<file path="src/rtl/vga_scanout_if.sv">
// vga_scanout_if
// Bundles the framebuffer read port and the VGA output pins of vga_scanout.
//   fb_addr     framebuffer read address {y[7:0], x[7:0]}
//   fb_rd       framebuffer read strobe
//   fb_data     {R8,G8,B8}, valid one clk after fb_rd
//   vga_r/g/b   4-bit colour channels
//   vga_hs/vs   active-low sync
//   frame_start one-clk pulse at the start of each frame
// master: the scanout block; slave: framebuffer / display side.
interface vga_scanout_if;
  logic [15:0] fb_addr;
  logic        fb_rd;
  logic [23:0] fb_data;
  logic [3:0]  vga_r;
  logic [3:0]  vga_g;
  logic [3:0]  vga_b;
  logic        vga_hs;
  logic        vga_vs;
  logic        frame_start;

  modport master (
    output fb_addr, fb_rd, vga_r, vga_g, vga_b, vga_hs, vga_vs, frame_start,
    input  fb_data
  );

  modport slave (
    input  fb_addr, fb_rd, vga_r, vga_g, vga_b, vga_hs, vga_vs, frame_start,
    output fb_data
  );
endinterface

</file>
<file path="src/rtl/vga_scanout.sv">
// vga_scanout
// Scans a VGA raster, reads the 24-bit framebuffer for pixels inside a fixed
// window and drives 4-bit-per-channel colour plus active-low hsync/vsync.
// Active pixels outside the window show BORDER; blanking shows black.
// Ports:
//   clk     system clock (CLK_DIV clk per pixel)
//   rst     synchronous, active-high reset
//   io_bus  framebuffer read port and VGA outputs (vga_scanout_if.master)
// WIN_W/WIN_H default to the 256x256 graph window.
module vga_scanout #(
  parameter int          CLK_DIV  = 4,
  parameter int          H_ACTIVE = 640,
  parameter int          H_FP     = 16,
  parameter int          H_SYNC   = 96,
  parameter int          H_BP     = 48,
  parameter int          V_ACTIVE = 480,
  parameter int          V_FP     = 10,
  parameter int          V_SYNC   = 2,
  parameter int          V_BP     = 33,
  parameter int          X0       = 192,
  parameter int          Y0       = 112,
  parameter int          WIN_W    = 256,
  parameter int          WIN_H    = 256,
  parameter logic [11:0] BORDER   = 12'h222
) (
  input  logic           clk,
  input  logic           rst,
  vga_scanout_if.master  io_bus
);

  localparam int H_TOTAL = H_ACTIVE + H_FP + H_SYNC + H_BP;
  localparam int V_TOTAL = V_ACTIVE + V_FP + V_SYNC + V_BP;
  localparam int DW      = (CLK_DIV > 2) ? $clog2(CLK_DIV) : 1;

  localparam logic [DW-1:0] DIV_LAST = DW'(CLK_DIV - 1);
  localparam logic [9:0] H_LAST = 10'(H_TOTAL - 1);
  localparam logic [9:0] V_LAST = 10'(V_TOTAL - 1);
  localparam logic [9:0] H_ACT  = 10'(H_ACTIVE);
  localparam logic [9:0] V_ACT  = 10'(V_ACTIVE);
  localparam logic [9:0] HS_LO  = 10'(H_ACTIVE + H_FP);
  localparam logic [9:0] HS_HI  = 10'(H_ACTIVE + H_FP + H_SYNC - 1);
  localparam logic [9:0] VS_LO  = 10'(V_ACTIVE + V_FP);
  localparam logic [9:0] VS_HI  = 10'(V_ACTIVE + V_FP + V_SYNC - 1);
  localparam logic [9:0] WX_LO  = 10'(X0);
  localparam logic [9:0] WX_HI  = 10'(X0 + WIN_W - 1);
  localparam logic [9:0] WY_LO  = 10'(Y0);
  localparam logic [9:0] WY_HI  = 10'(Y0 + WIN_H - 1);

  logic [DW-1:0] r_div;
  logic [9:0]    r_h;
  logic [9:0]    r_v;
  logic          r_pe_d;
  logic          r_act_d;
  logic          r_win_d;
  logic          r_hs_d;
  logic          r_vs_d;
  logic [3:0]    r_vga_r;
  logic [3:0]    r_vga_g;
  logic [3:0]    r_vga_b;
  logic          r_vga_hs;
  logic          r_vga_vs;
  logic          r_frame_start;

  logic          w_pix_en;
  logic          w_active;
  logic          w_win;
  logic          w_hs_n;
  logic          w_vs_n;
  logic [7:0]    w_xoff;
  logic [7:0]    w_yoff;
  logic          w_unused_fb;

  assign w_pix_en = (r_div == DIV_LAST);
  assign w_active = (r_h < H_ACT) && (r_v < V_ACT);
  assign w_win    = (r_h >= WX_LO) && (r_h <= WX_HI) &&
                    (r_v >= WY_LO) && (r_v <= WY_HI);
  assign w_hs_n   = !((r_h >= HS_LO) && (r_h <= HS_HI));
  assign w_vs_n   = !((r_v >= VS_LO) && (r_v <= VS_HI));
  assign w_xoff   = 8'(r_h - WX_LO);
  assign w_yoff   = 8'(r_v - WY_LO);

  // Only the top nibble of each channel reaches the 4-bit DAC.
  assign w_unused_fb = ^{io_bus.fb_data[19:16], io_bus.fb_data[11:8],
                         io_bus.fb_data[3:0]};

  assign io_bus.fb_addr     = w_win ? {w_yoff, w_xoff} : 16'h0000;
  assign io_bus.fb_rd       = w_win && w_pix_en;
  assign io_bus.vga_r       = r_vga_r;
  assign io_bus.vga_g       = r_vga_g;
  assign io_bus.vga_b       = r_vga_b;
  assign io_bus.vga_hs      = r_vga_hs;
  assign io_bus.vga_vs      = r_vga_vs;
  assign io_bus.frame_start = r_frame_start;

  always_ff @(posedge clk) begin
    if (rst) begin
      r_div         <= '0;
      r_h           <= '0;
      r_v           <= '0;
      r_pe_d        <= 1'b0;
      r_act_d       <= 1'b0;
      r_win_d       <= 1'b0;
      r_hs_d        <= 1'b1;
      r_vs_d        <= 1'b1;
      r_vga_r       <= '0;
      r_vga_g       <= '0;
      r_vga_b       <= '0;
      r_vga_hs      <= 1'b1;
      r_vga_vs      <= 1'b1;
      r_frame_start <= 1'b0;
    end else begin
      r_div         <= w_pix_en ? '0 : r_div + 1'b1;
      r_pe_d        <= w_pix_en;
      r_frame_start <= 1'b0;

      // Stage 1: capture the region flags of the pixel being addressed,
      // then advance the raster.
      if (w_pix_en) begin
        r_act_d <= w_active;
        r_win_d <= w_win;
        r_hs_d  <= w_hs_n;
        r_vs_d  <= w_vs_n;
        if (r_h == H_LAST) begin
          r_h <= '0;
          if (r_v == V_LAST) begin
            r_v           <= '0;
            r_frame_start <= 1'b1;
          end else begin
            r_v <= r_v + 10'd1;
          end
        end else begin
          r_h <= r_h + 10'd1;
        end
      end

      // Stage 2: fb_data belongs to the read issued one clk earlier, so
      // colour and syncs leave together for the same pixel.
      if (r_pe_d) begin
        if (r_act_d && r_win_d) begin
          r_vga_r <= io_bus.fb_data[23:20];
          r_vga_g <= io_bus.fb_data[15:12];
          r_vga_b <= io_bus.fb_data[7:4];
        end else if (r_act_d) begin
          r_vga_r <= BORDER[11:8];
          r_vga_g <= BORDER[7:4];
          r_vga_b <= BORDER[3:0];
        end else begin
          r_vga_r <= '0;
          r_vga_g <= '0;
          r_vga_b <= '0;
        end
        r_vga_hs <= r_hs_d;
        r_vga_vs <= r_vs_d;
      end
    end
  end

endmodule

</file>
<file path="src/flat_wrapper.sv">
// flat-port wrapper written by rule: the top's interface ports become plain ports
module vga_scanout_flat 
#(
  parameter int          CLK_DIV  = 4,
  parameter int          H_ACTIVE = 640,
  parameter int          H_FP     = 16,
  parameter int          H_SYNC   = 96,
  parameter int          H_BP     = 48,
  parameter int          V_ACTIVE = 480,
  parameter int          V_FP     = 10,
  parameter int          V_SYNC   = 2,
  parameter int          V_BP     = 33,
  parameter int          X0       = 192,
  parameter int          Y0       = 112,
  parameter int          WIN_W    = 256,
  parameter int          WIN_H    = 256,
  parameter logic [11:0] BORDER   = 12'h222
)
  (clk, rst, io_bus_fb_addr, io_bus_fb_rd, io_bus_vga_r, io_bus_vga_g, io_bus_vga_b, io_bus_vga_hs, io_bus_vga_vs, io_bus_frame_start, io_bus_fb_data);
  vga_scanout_if io_bus_i ();
  input  logic clk;
  input  logic rst;
  output wire logic [$bits(io_bus_i.fb_addr)-1:0] io_bus_fb_addr;
  output wire logic [$bits(io_bus_i.fb_rd)-1:0] io_bus_fb_rd;
  output wire logic [$bits(io_bus_i.vga_r)-1:0] io_bus_vga_r;
  output wire logic [$bits(io_bus_i.vga_g)-1:0] io_bus_vga_g;
  output wire logic [$bits(io_bus_i.vga_b)-1:0] io_bus_vga_b;
  output wire logic [$bits(io_bus_i.vga_hs)-1:0] io_bus_vga_hs;
  output wire logic [$bits(io_bus_i.vga_vs)-1:0] io_bus_vga_vs;
  output wire logic [$bits(io_bus_i.frame_start)-1:0] io_bus_frame_start;
  input wire logic [$bits(io_bus_i.fb_data)-1:0] io_bus_fb_data;
  assign io_bus_fb_addr = io_bus_i.fb_addr;
  assign io_bus_fb_rd = io_bus_i.fb_rd;
  assign io_bus_vga_r = io_bus_i.vga_r;
  assign io_bus_vga_g = io_bus_i.vga_g;
  assign io_bus_vga_b = io_bus_i.vga_b;
  assign io_bus_vga_hs = io_bus_i.vga_hs;
  assign io_bus_vga_vs = io_bus_i.vga_vs;
  assign io_bus_frame_start = io_bus_i.frame_start;
  assign io_bus_i.fb_data = io_bus_fb_data;
  vga_scanout #(.CLK_DIV(CLK_DIV), .H_ACTIVE(H_ACTIVE), .H_FP(H_FP), .H_SYNC(H_SYNC), .H_BP(H_BP), .V_ACTIVE(V_ACTIVE), .V_FP(V_FP), .V_SYNC(V_SYNC), .V_BP(V_BP), .X0(X0), .Y0(Y0), .WIN_W(WIN_W), .WIN_H(WIN_H), .BORDER(BORDER)) u_core (.clk(clk), .rst(rst), .io_bus(io_bus_i));
endmodule
</file>
<file path="config.mk">
export PLATFORM = sky130hd
export DESIGN_NAME = vga_scanout_flat
export DESIGN_NICKNAME = d
export VERILOG_FILES = /design/src/rtl/vga_scanout_if.sv /design/src/rtl/vga_scanout.sv /design/src/flat_wrapper.sv
export SDC_FILE = /design/constraint.sdc
export NUM_CORES = 1
export LEC_CHECK = 0
export ABC_AREA = 0
export CORE_MARGIN = 2
export CORE_UTILIZATION = 52
export DETAILED_ROUTE_END_ITERATION = 12
export GPL_TIMING_DRIVEN = 1
export PLACE_DENSITY = 0.89
export SLEW_MARGIN = 20
export SYNTH_ARGS = -nofsm -noshare
export SYNTH_HDL_FRONTEND = slang
export SYNTH_SLANG_ARGS = --single-unit
</file>
<file path="constraint.sdc">
create_clock -name clk -period 5.3 [get_ports clk]
set_input_delay 0.795 -clock clk [delete_from_list [all_inputs] [get_ports clk]]
set_output_delay 0.795 -clock clk [all_outputs]
set_load 0.005 [all_outputs]
</file>
==> results.md <==
- Status: completed
- CTS clk-pin slew, worst paths: 0.08 ns
- WHS Endpoint: u_core.io_bus.vga_b[1]$_SDFFE_PP0P_
- Std cell rows: 23
- Final WL: 4620 um
- Final slew viol count: 0
- Crit path DAT: 2.75 ns
- First-pass DRT Iterations: 5
- Cells after Synth: 255
- Number of synthesized flops with an enable pin: 0
- Yosys cell types: 45
- Routability cong.: 0.917
- Yosys warning count: 0
- Hold path depth: 2
- Pleak: 0.980 nW
- Vias in the first global route: 1721
- Hold Startpoint: u_core.io_bus.vga_b[1]$_SDFFE_PP0P_
- CP Capture Type: output pin
- Max_cap viols: 0
- Register cell area after layout: 841 um^2
- Final min period: 3.55 ns
- Die width: 68.7 um
- Setup CP Type: reg -> out
- Clock sink count: 42
- Remaining routing DRC violations: 0
- Post CTS Setup Buffer Count: 0
- Core Footprint: 0.00403 mm^2
- Syn Nets: 293
- Setup Total Neg Slack: 0 ns
- Ys flop type: dfxtp_1
- Die Height: 68.7 um
- Sequential element share of the synthesized area: 38.6%
- Cts hold-fix bufs: 0
- GRT Total Usage: 21.3%
- CTS Buf Count: 5
- Setup crit start: u_core.r_v[4]$_SDFFE_PP0N_
- R2R cell count: 6
- Syn avg cell area: 8.54 um^2
- Multi-input gate area: 0.00123 mm^2
- Post-synthesis instance area: 0.00218 mm^2
- RSZ-0062 raised after global routing: false
- Initial Util: 54.1%
- Area growth, synth to finish: 26.0%
- Crit share post-route: 66.9%
- Post_cts resized: 0
- Die area: 0.00472 mm^2
- Worst vdd rail ir drop: 0.200 mV
- Vias: 1865
- H-tree levels: 2
- Largest net degree at the start of global routing: 35
- CTS tree: done
- Via-to-Cell Ratio: 5.44
- Remaining global-route overflow: 0
- Post-DP HPWL: 3270 um
- Min-Delay Path Class: reg -> reg
- Power Density: 219 mW/mm^2
- Final Hold Slack: 0.468 ns
- Final setup viols: 0
- Ys async rst share: 0%
- Clock Tree Buf Depth: 2
- Avg WL per Cell: 13.5 um
- CP startpoint kind: flop
- Iter 0 DRT Violations: 112
- # port buffers: 45
- Fill cells: 340
- Least-Margin Pin Slew: 0.802 ns
- Skew final: 0.00640 ns
- Final Hold Vio Count: 0
- Routed Antenna Nets: 0
- Area contributors post-synth: dfxtp_1 39%, ha_1 6.9%, and2_1 4.9%
- Share of the synthesized area in the top cell type: 38.6%
- Clock Latency Late Sink: 0.30 ns
- Post-route cell area: 0.00275 mm^2
- Flops & latches, synth: 42
- Max Clock Freq: 282 MHz
- I/O Pins: 58
- Global-route wire length before repair: 7510 um
- Yosys top cell by area: dfxtp_1
- Worst reg2reg path startpoint: u_core.r_div[0]$_SDFF_PP0_
- Initial antenna violation count: 0
- Diodes inserted: 0
- DP Area: 0.00264 mm^2
- R2R Setup Slk: 2.77 ns
- Worst slew margin: 46.2%
- Root Buffer: clkbuf_8
- CP max FO: 18
- R2r endpoint: u_core.r_v[6]$_SDFFE_PP0N_
- Share of cells above drive strength 1: 5.46%
- # nets final: 330
- Req. time, crit path: 4.51 ns
-- routing by layer --
metal | vias to the layer above | wire length [um] | GRT usage [%]
li1 | 932 | - | -
met4 | 0 | 77 | 10.8
met1 | 882 | 1970 | 25.6
met3 | 6 | 199 | 5.36
met2 | 45 | 2370 | 35.2
met5 | - | 0 | 0
-- where the power goes --
| part | internal, mW | total [mW] | leakage (nW) | switching [mW] |
|---|---|---|---|---|
| clock network | 0.140 | 0.249 | 0.0514 | 0.109 |
| logic | 0.0163 | 0.0290 | 0.589 | 0.0127 |
| registers | 0.319 | 0.323 | 0.339 | 0.00411 |
-- flip-flops by register name, summed over array words and instances (netlist names) --
name and count:
u_core.r_pe_d 1, u_core.r_v 10, u_core.io_bus.vga_b 4, u_core.r_vs_d 1, u_core.io_bus.vga_hs 1, u_core.r_act_d 1
u_core.io_bus.vga_g 4, u_core.r_h 10, u_core.r_win_d 1, u_core.io_bus.vga_vs 1, u_core.r_div 2, u_core.io_bus.frame_start 1
u_core.r_hs_d 1, u_core.io_bus.vga_r 4
-- synth_stat cells (3+ instances only) --
cell type / number
nor2b_1: 12
a21oi_1: 18
inv_1: 11
nor4_1: 3
nor2_1: 26
nor3_1: 9
and2_1: 17
xor2_1: 11
o211ai_1: 5
o21ai_0: 3
and3_1: 3
ha_1: 12
buf_2: 3
dfxtp_1: 42
nand2b_1: 6
clkbuf_1: 12
nand3_1: 8
nand2_1: 13
nand4_1: 5
xnor2_1: 8
-- per-stage QoR --
step	power (mW)	setup WS (ns)	utilization [%]	std cells
after floorplan	0.344	2.82	-	255
after global placement	0.358	2.11	65.4	335
after detailed placement	0.360	2.07	65.4	335
after CTS	0.607	1.71	68.1	343
after global routing	0.622	1.57	68.1	343
final	0.602	1.75	68.1	343
-- how the worst max path moves through the flow --
stage	to	slack, ns	cells past startpoint
finish	io_bus_fb_addr[2]	1.75	7
global route	io_bus_fb_addr[2]	1.57	7
CTS	io_bus_fb_addr[2]	1.71	7
detailed placement	io_bus_fb_addr[2]	2.07	7
global placement	io_bus_fb_addr[2]	2.11	7
floorplan	io_bus_fb_addr[14]	2.82	8
-- cell type report --
type                    instances  area share [%]
clock buffers                   6            2.64
clock inverters                 2            1.37
inverters                      11            1.50
multi-input cells             186            44.9
flip-flops and latches         42            30.6
well taps                      50            2.28
repair buffers                 46            16.7
-- cells in the final DEF, fill, tap and decap left out, drive strengths merged, types with 2 or more instances in the layout --
master,n
a211o,2
a21oi,18
and2,18
and3,3
clkbuf,6
clkdlybuf4s50,45
dfxtp,42
ha,12
inv,11
mux2i,2
nand2,13
nand2b,6
nand3,8
nand3b,2
nand4,6
nor2,27
nor2b,12
nor3,10
nor4,4
o211ai,5
o21ai,3
or4,2
xnor2,8
xor2,11
-- critical path: stages, from the launching register on --
cell	delay (ns)
dfxtp_1	0.34
inv_1	0.17
ha_1	0.27
nand2_1	0.09
o311ai_0	0.29
and3_1	0.58
and2_2	0.23
clkdlybuf4s50_1	0.49
-- cells by family (layout without fill, tap and decap cells) --
logic type               after synthesis  count (layout)  synth area share, %
buffers and inverters                 27              65                 4.82
flip-flops                            42              42                 38.6
multiplexers                           3               3                 1.44
AND/OR/NAND/NOR                      116             116                 30.3
AO/OA/AOI/OAI                         36              36                 10.3
XOR/XNOR                              19              19                 7.64
adder cells (fa/ha/maj)               12              12                 6.89
Power figures use the tool's default switching activity.
